`src/rtl/nibble_serial_adder_pkg.sv`:
```
// -----------------------------------------------------------------------------
// nibble_serial_adder_pkg
// Shared definitions for the nibble-serial adder: the sequencing FSM state
// type, the nibble width, and a helper that sizes the nibble counter.
// No ports.
// -----------------------------------------------------------------------------
package nibble_serial_adder_pkg;

   localparam int unsigned NibW = 4;

   typedef enum logic [1:0] {
      StIdle,
      StRun,
      StDone
   } state_e;

   // Counter width for 'nib' nibbles; a single-nibble adder still needs one bit.
   function automatic int unsigned cnt_width(input int unsigned nib);
      return (nib > 1) ? $clog2(nib) : 1;
   endfunction

endpackage

```
`src/rtl/cla.sv`:
```
// -----------------------------------------------------------------------------
// cla
// Existing 4-bit carry-lookahead adder, purely combinational.
// Ports:
//   a, b  in  4 : addends
//   cin   in  1 : carry in
//   s     out 4 : a + b + cin (low 4 bits)
//   cout  out 1 : carry out of bit 3
// -----------------------------------------------------------------------------
module cla (
   input  logic [3:0] a,
   input  logic [3:0] b,
   input  logic       cin,
   output logic [3:0] s,
   output logic       cout
);

   logic [3:0] w_g;
   logic [3:0] w_p;
   logic [4:0] w_c;

   assign w_g = a & b;
   assign w_p = a ^ b;

   // Every carry is a flat sum-of-products of generate/propagate terms.
   assign w_c[0] = cin;
   assign w_c[1] = w_g[0] | (w_p[0] & w_c[0]);
   assign w_c[2] = w_g[1] | (w_p[1] & w_g[0]) | (w_p[1] & w_p[0] & w_c[0]);
   assign w_c[3] = w_g[2] | (w_p[2] & w_g[1]) | (w_p[2] & w_p[1] & w_g[0])
                 | (w_p[2] & w_p[1] & w_p[0] & w_c[0]);
   assign w_c[4] = w_g[3] | (w_p[3] & w_g[2]) | (w_p[3] & w_p[2] & w_g[1])
                 | (w_p[3] & w_p[2] & w_p[1] & w_g[0])
                 | (w_p[3] & w_p[2] & w_p[1] & w_p[0] & w_c[0]);

   assign s    = w_p ^ w_c[3:0];
   assign cout = w_c[4];

endmodule

```
`src/rtl/nibble_serial_adder.sv`:
```
// -----------------------------------------------------------------------------
// nibble_serial_adder
// WIDTH-bit adder that streams operands through one 4-bit cla, least
// significant nibble first, carrying between nibbles in a register.
// Ports:
//   i_clk        in  1     : clock, rising edge
//   i_rst_n      in  1     : synchronous active-low reset
//   i_in_valid   in  1     : operand pair and carry-in valid
//   o_in_ready   out 1     : operands can be accepted this cycle
//   i_a, i_b     in  WIDTH : operands (unsigned or two's complement)
//   i_cin        in  1     : carry into nibble 0
//   o_out_valid  out 1     : result valid
//   i_out_ready  in  1     : consumer takes result this cycle
//   o_sum        out WIDTH : a + b + cin mod 2^WIDTH
//   o_cout       out 1     : carry out of the top nibble
//   o_ovf        out 1     : signed overflow
// -----------------------------------------------------------------------------
module nibble_serial_adder
   import nibble_serial_adder_pkg::*;
#(
   parameter int unsigned WIDTH = 16
) (
   input  logic             i_clk,
   input  logic             i_rst_n,
   input  logic             i_in_valid,
   output logic             o_in_ready,
   input  logic [WIDTH-1:0] i_a,
   input  logic [WIDTH-1:0] i_b,
   input  logic             i_cin,
   output logic             o_out_valid,
   input  logic             i_out_ready,
   output logic [WIDTH-1:0] o_sum,
   output logic             o_cout,
   output logic             o_ovf
);

   localparam int unsigned Nib  = WIDTH / NibW;
   localparam int unsigned CntW = cnt_width(Nib);

   if ((WIDTH % NibW) != 0 || WIDTH < NibW) begin : g_width_check
      $error("nibble_serial_adder: WIDTH must be a non-zero multiple of 4");
   end

   state_e           r_state;
   logic [WIDTH-1:0] r_a_sh;
   logic [WIDTH-1:0] r_b_sh;
   logic [WIDTH-1:0] r_sum_sh;
   logic             r_carry;
   logic [CntW-1:0]  r_cnt;
   logic             r_a_msb;
   logic             r_b_msb;

   logic [NibW-1:0]  w_s;
   logic             w_cout;
   logic [WIDTH-1:0] w_sum_next;
   logic             w_accept;

   cla u_cla (
      .a    (r_a_sh[NibW-1:0]),
      .b    (r_b_sh[NibW-1:0]),
      .cin  (r_carry),
      .s    (w_s),
      .cout (w_cout)
   );

   // New nibble enters from the top so that after Nib shifts nibble 0 sits at
   // the bottom.
   if (WIDTH == NibW) begin : g_sum_single
      assign w_sum_next = w_s;
   end else begin : g_sum_multi
      assign w_sum_next = {w_s, r_sum_sh[WIDTH-1:NibW]};
   end

   assign o_in_ready = (r_state == StIdle) || ((r_state == StDone) && i_out_ready);
   assign w_accept   = i_in_valid && o_in_ready;

   always_ff @(posedge i_clk) begin
      if (!i_rst_n) begin
         r_state  <= StIdle;
         r_a_sh   <= '0;
         r_b_sh   <= '0;
         r_sum_sh <= '0;
         r_carry  <= 1'b0;
         r_cnt    <= '0;
         r_a_msb  <= 1'b0;
         r_b_msb  <= 1'b0;
      end else if (w_accept) begin
         // Only reachable from IDLE or from DONE with the result taken.
         r_a_sh  <= i_a;
         r_b_sh  <= i_b;
         r_carry <= i_cin;
         r_cnt   <= '0;
         r_a_msb <= i_a[WIDTH-1];
         r_b_msb <= i_b[WIDTH-1];
         r_state <= StRun;
      end else begin
         case (r_state)
            StIdle: ;
            StRun: begin
               r_sum_sh <= w_sum_next;
               r_a_sh   <= r_a_sh >> NibW;
               r_b_sh   <= r_b_sh >> NibW;
               r_carry  <= w_cout;
               r_cnt    <= r_cnt + CntW'(1);
               if (r_cnt == CntW'(Nib - 1)) begin
                  r_state <= StDone;
               end
            end
            StDone: begin
               if (i_out_ready) begin
                  r_state <= StIdle;
               end
            end
            default: r_state <= StIdle;
         endcase
      end
   end

   assign o_out_valid = (r_state == StDone);
   assign o_sum       = r_sum_sh;
   assign o_cout      = r_carry;
   assign o_ovf       = (r_a_msb == r_b_msb) && (r_sum_sh[WIDTH-1] != r_a_msb);

endmodule

```
`config.mk`:
```
export PLATFORM = sky130hd
export DESIGN_NAME = nibble_serial_adder
export DESIGN_NICKNAME = d
export VERILOG_FILES = /design/src/rtl/nibble_serial_adder_pkg.sv /design/src/rtl/cla.sv /design/src/rtl/nibble_serial_adder.sv
export SDC_FILE = /design/constraint.sdc
export NUM_CORES = 1
export LEC_CHECK = 0
export ABC_AREA = 1
export CORE_ASPECT_RATIO = 1.1
export CORE_UTILIZATION = 30
export DETAILED_ROUTE_END_ITERATION = 8
export HOLD_SLACK_MARGIN = 0.12
export PLACE_DENSITY_LB_ADDON = 0.05
export SLEW_MARGIN = 25
export SYNTH_ARGS = -nofsm -noshare
export SYNTH_HDL_FRONTEND = slang
export SYNTH_SLANG_ARGS = --single-unit
export TNS_END_PERCENT = 50
```
`constraint.sdc`:
```
create_clock -name i_clk -period 1.46 [get_ports i_clk]
set_input_delay 0.292 -clock i_clk [delete_from_list [all_inputs] [get_ports i_clk]]
set_output_delay 0.292 -clock i_clk [all_outputs]
set_load 0.01 [all_outputs]
```
* Yosys cells after proc, flatten, opt, wreduce, memory -nomap -nowiden *
Cells that the tools add are included.

cells by class
  add/subtract/negate cells = 1
  equal/unequal tests = 10
  muxes and demuxes = 10
  bitwise logic cells = 32
  reduce and logical (&&, ||, !) cells = 10

operators by type and width
  operator             count
  $mux 16              4
  $and 1x1->1          16
  $or 1x1->1           10
  $xor 4x4->4          2
  $pmux 2 s3           1
  $reduce_and 3->1     2
  $and 4x4->4          1
  $eq 2x2->1 const B   2
  $mux 2               2
  $ne 2x2->1 const B   2
  $logic_and 1x1->1    3
  $mux 1               3
  $ne 3x1->1 const B   1
  $ne 3x3->1 const B   1
  $not 1->1            3
  $add 2x1->2 const B  1
  $eq 2x1->1 const B   1
  $logic_not 2->1      1
  $ne 2x1->1 const B   1
  $reduce_and 2->1     1
  $reduce_bool 2->1    1
  $reduce_or 2->1      1
  $eq 1x1->1           1
  $logic_or 1x1->1     1
  $ne 1x1->1           1

storage, ports and cells
  flip-flop bits (word level) = 55
  input bits = 37
  output and inout port bits = 20
  word-level logic and storage cells = 72

* Longest topological paths before layout *
Gate-level depths: netlist (run 1).

  depth in word-level cells = 8
  mapped depth = 9
  gate-level depth less buffers = 9

* Cells and area by module *
A second synthesis (run 1) with hierarchy kept.

second synthesis, totals
  cells, all modules = 392
  area total of the unflattened synthesis = 2,772.7 µm²

by module, submodules not included
  module               instances  cells each  area an instance (µm²)  sequential area each (µm²)
  nibble_serial_adder  1          361         2,583.7                 1,101.1
  cla                  1          31          188.9                   0.0

* Worst setup path after synthesis (run 1) *
OpenSTA, ideal clock, no wires.

  kind = register to register
  start point = reg r_carry, in the netlist o_cout
  end point = reg r_sum_sh[13], in the netlist o_sum[13]
  setup time = 0.070 ns
  arrival = 1.184 ns
  path slack = 0.206 ns
  cell stages (with the launch flop) = 5
  path buffers = 0
  cell sequence = dfxtp_1 > inv_1 > fa_1 > xor2_1 > a21oi_1

between the ends
  longest elaborated chain between the ends = 3

RTL lines
  what                    RTL line                    RTL
  from (decl)             nibble_serial_adder.sv:48   logic r_carry;
  from (signal assigned)  nibble_serial_adder.sv:91   r_carry <= i_cin;
  from (signal assigned)  nibble_serial_adder.sv:103  r_carry <= w_cout;
  $and 1x1->1             cla.sv:27                   assign w_c[1] = w_g[0] | (w_p[0] & w_c[0]);
  $or 1x1->1              cla.sv:27
  $xor 4x4->4             cla.sv:35                   assign s = w_p ^ w_c[3:0];
  to (signal assigned)    nibble_serial_adder.sv:100  r_sum_sh <= w_sum_next;
  to (decl)               nibble_serial_adder.sv:47   logic [WIDTH-1:0] r_sum_sh;

No other way between the ends.
A chain may end at the register's enable or synchronous reset.

* Final worst setup path (run 1) *
  start point = reg r_state[1]
  end point = out o_out_valid

between the ends
  longest elaborated chain between the ends = 1

RTL lines
  what                    RTL line                    RTL
  from (decl)             nibble_serial_adder.sv:44   state_e r_state;
  from (signal assigned)  nibble_serial_adder.sv:79   r_state <= StIdle;
  from (signal assigned)  nibble_serial_adder.sv:95   r_state <= StRun;
  from (signal assigned)  nibble_serial_adder.sv:106  r_state <= StDone;
  $eq 2x2->1              nibble_serial_adder.sv:119  assign o_out_valid = (r_state == StDone);
  to (decl)               nibble_serial_adder.sv:30   output logic o_out_valid,

No other way between the ends.

==> summary.txt, run 1 <==
Run status
  • Status: finished, final reports clean

CTS
  • Hold buffers post-CTS: 0
  • Clock transition at path regs: 110 ps
  • Clk_lat worst skew: 320 ps
  • H-tree lvl count: 2
  • CTS tree: yes
  • Setup repair bufs after CTS: 0
  • Max Root-Sink Buffers: 2
  • CTS sink count: 55
  • CTS Root Cell: clkbuf_8
  • CTS Buf Count: 5

STA
  • Fmax: 723 MHz
  • Setup TNS: 0 ps
  • RSZ-0062 raised after global routing: yes
  • Final-report hold violation count: 0
  • Rel. slew slack: 0.799
  • Fin crit share: 0.947
  • Final clock skew: 13.5 ps
  • Fin crit period: 1380 ps
  • Pins over their slew limit: 0
  • Final setup viols: 0
  • Worst-Margin Slew: 301 ps
  • Hold_ws: 466 ps

Setup path
  • Max FO, Critical Path: 3
  • CP Class: register to output port
  • Critical Path AT: 1090 ps
  • Crit end category: output port
  • CP required: 1170 ps
  • Crit start category: register

Final layout
  • Register area: 1110 um^2
  • Multi-input combinational cell area: 1130 um^2
  • Area growth from synthesis to layout: 37.7%
  • Most common cell after layout, fill and taps aside: nor2_1
  • Ant. Diodes: 0
  • Fraction of layout cells with a size suffix above 1: 0.112
  • # fillers: 880
  • Commonest non-fill, non-tap cells in the layout: nor2_1, nand2_1, dfxtp_1, inv_1, clkdlybuf4s50_1
  • Fin nets: 453

Synth
  • Unique masters post-synth: 27
  • Net Count, Synth: 388
  • Synth Instances: 345
  • Mapped Area: 2470 um^2
  • Sequential-to-total area share from yosys stat: 0.446
  • Syn_area_per_cell: 7.16 um^2
  • Register bit count reported by yosys: 55
  • Synthesis Warnings: 0

Pwr
  • Leakage: 1.54 nW
  • Power Density: 1060 nW/um^2
  • Maximum vdd ir drop: 0.000536 V

Global routing
  • First-pass GRT wire length: 10.5 mm
  • GR Overflow Total: 0
  • Global router's overall resource usage: 0.156
  • Met2 usage: 0.248
  • Antenna violations before repair: 0
  • Met1 usage in global routing: 0.210
  • Vias in the first global route: 2238
  • GR peak layer: met2
  • GRT met3 Usage: 0.0297
  • Largest net degree at the start of global routing: 21

Floorplanning
  • Core ar.: 7960 um^2
  • Io pins: 57
  • Starting Density: 0.311
  • Die span in y: 97.2 um
  • FP Rows: 34
  • Full die area: 8600 um^2
  • DIE WIDTH: 88.5 um

Detailed routing
  • DR WL/cell: 11.6 um
  • Initial DRC count: 115
  • Routed wire length: 6.00 mm
  • Residual DRC: 0
  • DR vias/cell: 4.36
  • DR pass1 iterations: 4
  • Post-route ant nets: 0
  • Routed vias: 2264

Run
  • Max_cap viols: 0

Place
  • Gpl congestion: 0.729
  • I/O Buffers: 56
  • Post-DP HPWL: 4.22 mm

Hold path
  • Worst Hold Class: register to register
## path summary, 6_finish.rpt
kind                            cells after the start                      end  slack [ps]                    start
worst min register to register                      2  r_b_sh[14]$_SDFFE_PN0P_         470  r_b_sh[14]$_SDFFE_PN0P_
worst max register to register                      7  r_b_sh[10]$_SDFFE_PN0P_         140  r_state[1]$_SDFFE_PP0P_
worst max-delay path                                3              o_out_valid          80  r_state[1]$_SDFFE_PP0P_
worst min-delay path                                2  r_b_sh[14]$_SDFFE_PN0P_         470  r_b_sh[14]$_SDFFE_PN0P_
## where the power goes
part,internal (mW),leakage [nW],switching [mW]
sequential,1.62,0.456,0.0685
combinational,0.343,1.02,0.356
clock,0.686,0.0654,0.528
total,2.65,1.54,0.953
## area by class of cell
type,count,area share
Multi-Input combinational cell,229,0.334
Sequential cell,55,0.326
Timing Repair Buffer,75,0.212
Inverter,44,0.0493
Tap cell,108,0.0397
Clock buffer,6,0.0213
Clock inverter,2,0.0177
## flip-flops by register name, summed over array words and instances, names as in the netlist
name,flops
r_a_sh,16
r_cnt,2
r_a_msb,1
r_state,2
o_sum,16
o_cout,1
r_b_msb,1
r_b_sh,16
## Yosys cell counts (all sizes together)
library cell	n	share of area
nor2	81	0.13
nand2	56	0.087
dfxtp	55	0.45
inv	44	0.068
a21oi	28	0.057
o21ai	28	0.057
nand3	15	0.035
buf	11	0.030
clkbuf	6	0.0091
o211a	6	0.024
ha	5	0.025
o31ai	2	0.0061
a21o	1	0.0030
fa	1	0.0081
nand3b	1	0.0030
nand4	1	0.0025
o211ai	1	0.0030
o21a	1	0.0030
xnor2	1	0.0035
xor2	1	0.0035
## per-stage QoR
| step | setup WS, ps | cell area, um^2 | utilization | total power [mW] | cells |
|---|---|---|---|---|---|
| CTS | 31.9 | 3380 | 0.425 | 3.64 | 519 |
| finish | 77.6 | 3400 | 0.428 | 3.60 | 519 |
| global route | -4.51 | 3400 | 0.428 | 3.81 | 519 |
| detailed placement | -333 | 3260 | 0.410 | 2.45 | 511 |
| floorplan | 206 | 2470 | - | 2.10 | 345 |
| global placement | -327 | 3260 | 0.410 | 2.45 | 511 |
## critical path: stages (launching register included)
cell             delay (ps)
dfxtp_2                 370
inv_1                    40
nor2_1                  110
clkdlybuf4s15_1         250
## routing by layer
| layer | up-vias | routed length [um] |
|---|---|---|
| met2 | 42 | 2680 |
| met1 | 997 | 3040 |
| met4 | 0 | 93 |
| li1 | 1216 | - |
| met5 | - | 0 |
| met3 | 9 | 193 |
## what timing repair did
item	4_1_cts	5_1_grt
gates resized for setup	29	7
endpoints found under the setup margin	20	5
endpoints found under the hold margin	0	0
## cells by family (layout without fill, tap and decap cells)
group	after synthesis	in the layout	synth area share
xor gates and xnor gates	2	2	0.00709
buffers and inverters	61	127	0.107
and+or+nand+nor	154	154	0.254
adders and majority gates	6	6	0.0334
AOI/OAI and AO/OA	67	67	0.153
DFF	55	55	0.446
No activity file was read; power rests on OpenSTA's default activity.
==> run 2, diff against run 1 <==
clock period = 1.3 ns   (was 1.46 ns; I/O delays follow)
==> run 2 against run 1 <==
Via count increased by 5.8%. The flow now finishes with violations (setup timing). Routed wire length up 13%. Flip-flop and latch count unchanged. Total power increased by 18%. Largest cell class unchanged. Critical path depth is 5 higher. First-iteration DRC count decreased by 30%. Global-route usage about the same. Critical endpoint is now r_a_sh[1]$_SDFFE_PN0P_. Sequential share of layout area down 3.3 points. Non-clock buffer count grew 15.
==> summary.txt, run 2 (synthesized netlist as in run 1, its figures left out) <==
CTS
  • Hold buffers post-CTS: 0
  • CTS tree: yes
  • Clk_lat worst skew: 310 ps
  • CTS Buf Count: 5
  • Max Root-Sink Buffers: 2
  • Clock transition at path regs: 100 ps
  • CTS Root Cell: clkbuf_8
  • H-tree lvl count: 2
  • CTS sink count: 55

Setup path
  • Crit end category: register
  • Crit path to: r_a_sh[1]$_SDFFE_PN0P_
  • Reg2reg end: r_a_sh[1]$_SDFFE_PN0P_
  • Worst R2R Path Depth: 8
  • CP Class: register to register
  • CP required: 1510 ps
  • Critical Path Start: r_state[1]$_SDFFE_PP0P_
  • Max FO, Critical Path: 5
  • Critical Path AT: 1530 ps
  • R2r setup slk: -10 ps
  • Crit start category: register
  • Reg2reg start: r_state[1]$_SDFFE_PP0P_

Pwr
  • Switching Power: 1.15 mW
  • Switching Fraction: 0.269
  • Combinational fraction of design power: 0.236
  • Seq pwr share: 0.448
  • Int Power: 3.11 mW
  • Power consumption: 4.25 mW
  • Leakage: 1.71 nW
  • Maximum vdd ir drop: 0.000659 V
  • Power Density: 1110 nW/um^2
  • Clock power share: 0.316

Floorplanning
  • DIE WIDTH: 88.5 um
  • FP Rows: 34
  • Starting Density: 0.311
  • Die span in y: 97.2 um
  • Core ar.: 7960 um^2
  • Io pins: 57
  • Full die area: 8600 um^2

Final layout
  • Fin nets: 469
  • Multi-input combinational cell area: 1290 um^2
  • Most common cell after layout, fill and taps aside: nor2_1
  • Commonest non-fill, non-tap cells in the layout: nor2_1, nand2_1, dfxtp_1, inv_1, clkdlybuf4s50_1
  • Fraction of layout cells with a size suffix above 1: 0.251
  • # fillers: 835
  • Ant. Diodes: 0
  • Area growth from synthesis to layout: 54.8%
  • Register area: 1120 um^2

STA
  • Fmax: 761 MHz
  • Fin crit share: 1.01
  • RSZ-0062 raised after global routing: yes
  • Setup TNS: -24.0 ps
  • Final clock skew: 7.59 ps
  • Pins over their slew limit: 0
  • Worst-Margin Slew: 251 ps
  • Final setup viols: 3
  • Final-report hold violation count: 0
  • Fin crit period: 1310 ps
  • Rel. slew slack: 0.832
  • PnR worst setup slack: -14.5 ps

Global routing
  • GR Overflow Total: 0
  • Global router's overall resource usage: 0.156
  • First-pass GRT wire length: 10.6 mm
  • Largest net degree at the start of global routing: 21
  • Antenna violations before repair: 0
  • Vias in the first global route: 2229

Place
  • Post-DP HPWL: 4.35 mm
  • Gpl congestion: 0.726
  • I/O Buffers: 56

Detailed routing
  • DR WL/cell: 12.7 um
  • Post-route ant nets: 0
  • DR vias/cell: 4.48
  • Initial DRC count: 81
  • Routed vias: 2395
  • DR pass1 iterations: 4
  • Routed wire length: 6.77 mm
  • Residual DRC: 0

Run status
  • Status: finished, violations left
  • Failing checks: setup timing

Hold path
  • Worst Hold Class: primary input to register

Run
  • Max_cap viols: 0
-- run 2: cell types whose count changed in the layout (fill, tap and decap cells not counted), sizes merged --
cell,before,now
inv,44,43
nand3,15,16
clkdlybuf4s50,36,35
clkdlybuf4s15,1,0
dlymetal6s2s,0,1
buf,20,32
clkinv,0,1
clkbuf,7,11
-- run 2: repair_timing --
action | 4_1_cts | 5_1_grt
cloned | 0 | 6
buffers inserted | 0 | 6
pin swaps | 0 | 15
endpoints found under the setup margin | 40 | 50
resized for setup | 40 | 73
-- run 2: cell type report --
type	instances	area share
Clock buffer	6	0.0190
Clock inverter	2	0.0157
Inverter	44	0.0478
Multi-Input combinational cell	230	0.337
Sequential cell	55	0.293
Tap cell	108	0.0353
Timing Repair Buffer	90	0.253
-- run 2: layer usage --
metal  vias up  track usage  share of wire  routed length, um
li1       1246            -              -                  -
met1      1104        0.214           0.49               3300
met2        40        0.253           0.47               3180
met3         5       0.0246          0.034                227
met4         0       0.0372         0.0089                 60
met5         -            0              0                  0
-- run 2: worst min path at each step --
stage,to,startpoint,cells past startpoint,slack (ps)
after CTS,r_b_sh[8]$_SDFFE_PN0P_,r_b_sh[8]$_SDFFE_PN0P_,2,470
final,r_state[1]$_SDFFE_PP0P_,i_out_ready,5,340
after global routing,r_state[1]$_SDFFE_PP0P_,i_out_ready,5,380
after floorplan,r_a_sh[11]$_SDFFE_PN0P_,i_a[11],2,390
after detailed placement,r_a_sh[5]$_SDFFE_PN0P_,r_a_sh[5]$_SDFFE_PN0P_,2,460
after global placement,r_b_sh[12]$_SDFFE_PN0P_,r_b_sh[12]$_SDFFE_PN0P_,2,450
-- run 2: critical path, cell delays in order, from the launching register on --
cell and delay (ps):
dfxtp_4 370, buf_6 110, nor2_4 130, clkinv_4 100, buf_12 140, clkbuf_16 140, nand2_1 50, nand3_1 60
o211a_1 100
-- run 2: per-stage QoR --
| stage | utilization | area, um^2 | cells | hold WS [ps] | setup slack, ps |
|---|---|---|---|---|---|
| 2_1_floorplan | - | 2470 | 345 | 395 | 46.2 |
| 3_3_place_gp | 0.415 | 3300 | 516 | 449 | -420 |
| 3_5_place_dp | 0.415 | 3300 | 516 | 456 | -433 |
| 4_1_cts | 0.432 | 3440 | 524 | 471 | -21.4 |
| 5_1_grt | 0.481 | 3820 | 535 | 375 | -90.9 |
| 6_report | 0.481 | 3820 | 535 | 340 | -14.5 |
-- run 2: power by group through the flow --
stage	logic, mW	clock network, mW	registers [mW]
3_3_place_gp	0.846	0	1.93
2_1_floorplan	0.427	0	1.94
6_report	1.00	1.34	1.90
3_5_place_dp	0.852	0	1.93
4_1_cts	0.833	1.38	1.90
5_1_grt	1.11	1.43	1.92
==> run 3, diff against run 2 <==
CORE_ASPECT_RATIO = 1.25   (was 1.1)
SKIP_LAST_GASP = 1   (was not set)
==> run 3 against run 2 <==
Largest power group unchanged. Routed wire length down 3.2%. The run now ends clean. Combinational power is 8% lower. Final cell count down 3.7%. Total power is 13% lower. Count of clock-buffer cells in the layout stayed put. Critical path type unchanged. Sequential power hardly changed.
==> summary.txt, run 3 (synthesized netlist as in run 1, its figures left out) <==
Run status
  • Status: finished, final reports clean

CTS
  • Clock transition at path regs: 90 ps
  • Clk_lat worst skew: 310 ps
  • Max Root-Sink Buffers: 2
  • Hold buffers post-CTS: 0
  • H-tree lvl count: 2
  • CTS tree: yes
  • CTS Buf Count: 5
  • CTS Root Cell: clkbuf_8
  • CTS sink count: 55

Detailed routing
  • DR WL/cell: 12.7 um
  • Initial DRC count: 57
  • Met1 wire length: 3.10 mm
  • DR vias/cell: 4.57
  • Routed vias: 2351
  • DR pass1 iterations: 4
  • Routed wire length: 6.56 mm
  • Post-route ant nets: 0
  • Max layer used: met4
  • Met2 routed WL: 3.18 mm
  • Met3 wire length: 206 um
  • Residual DRC: 0

Floorplanning
  • Die span in y: 103 um
  • DIE WIDTH: 83.2 um
  • Full die area: 8610 um^2
  • Io pins: 57
  • Starting Density: 0.313
  • Core ar.: 7880 um^2
  • FP Rows: 36

Final layout
  • Finished Layout Cells: 515
  • Fin util: 0.450
  • Fin nets: 464
  • Commonest non-fill, non-tap cells in the layout: nor2_1, nand2_1, dfxtp_1, inv_1, clkdlybuf4s50_1
  • Fraction of layout cells with a size suffix above 1: 0.167
  • Ant. Diodes: 0
  • Area growth from synthesis to layout: 43.4%
  • Most common cell after layout, fill and taps aside: nor2_1

STA
  • Rel. slew slack: 0.768
  • Pins over their slew limit: 0
  • Fin crit period: 1280 ps
  • Final-report hold violation count: 0
  • Final setup viols: 0
  • Final clock skew: 10.0 ps
  • Worst-Margin Slew: 347 ps
  • PnR worst setup slack: 21.0 ps
  • Fin crit share: 0.984
  • Fmax: 782 MHz
  • RSZ-0062 raised after global routing: yes

Place
  • Post-place setup slack: -430 ps
  • Dpl cells: 503
  • Gpl congestion: 0.747
  • Post-DP HPWL: 4.32 mm
  • I/O Buffers: 56

Setup path
  • Critical Path AT: 1480 ps
  • Crit end category: register
  • CP Class: register to register
  • Crit start category: register
  • CP required: 1500 ps
  • Max FO, Critical Path: 17

Global routing
  • Antenna violations before repair: 0
  • GR Overflow Total: 0
  • First-pass GRT wire length: 10.4 mm
  • Global router's overall resource usage: 0.150
  • Vias in the first global route: 2199
  • Largest net degree at the start of global routing: 26

Pwr
  • Power Density: 1040 nW/um^2
  • Maximum vdd ir drop: 0.000449 V
  • Leakage: 1.63 nW

Run
  • Max_cap viols: 0

Hold path
  • Worst Hold Class: primary input to register
==> run 3: layout make-up <==
class,instances,area [um^2]
Fill cell,829,4340
Multi-Input combinational cell,230,1200
Sequential cell,55,1110
Timing Repair Buffer,84,852
Inverter,44,180
Tap cell,95,119
Clock buffer,6,72.6
Timing Repair inverter,1,6.26
==> run 3: timing repair <==
action	4_1_cts	5_1_grt
pin swaps	0	9
endpoints found under the setup margin	40	47
setup buffers	0	0
cloned	0	6
resized for setup	29	43
hold endpoints to repair	0	0
==> run 3: routing by layer <==
metal	track usage	vias to the layer above
met3	0.0262	5
li1	-	1237
met4	0.0438	0
met5	0	-
met2	0.274	51
met1	0.184	1058
==> run 3: power breakdown <==
group | total (mW) | leakage [nW] | switching, mW | internal (mW)
registers | 1.90 | 0.456 | 0.0755 | 1.82
logic | 0.919 | 1.14 | 0.461 | 0.459
clock network | 0.886 | 0.0371 | 0.525 | 0.361
==> run 3: worst paths after layout <==
kind	depth (start not counted)	endpoint	start	slack, ps
max reg2reg	6	r_a_sh[8]$_SDFFE_PN0P_	r_state[0]$_SDFFE_PN0P_	20
min	5	r_state[1]$_SDFFE_PP0P_	i_out_ready	350
min reg2reg	2	r_b_sh[14]$_SDFFE_PN0P_	r_b_sh[14]$_SDFFE_PN0P_	460
max	6	r_a_sh[8]$_SDFFE_PN0P_	r_state[0]$_SDFFE_PN0P_	20
==> run 3: per-stage QoR <==
step	area [um^2]	power, mW	hold WS, ps	setup TNS [ps]
after floorplan	2470	2.36	395	0
after global placement	3270	2.76	450	-11100
after detailed placement	3270	2.77	455	-11620
after CTS	3320	3.62	468	-310
after global routing	3540	3.94	386	-696
final	3540	3.70	353	0
==> run 3: worst max-delay path, stage by stage, from the launching register on <==
cell	delay, ps
dfxtp_2	360
inv_2	80
nor2_4	210
buf_6	210
o21ai_0	90
o21ai_0	160
nor2_1	50
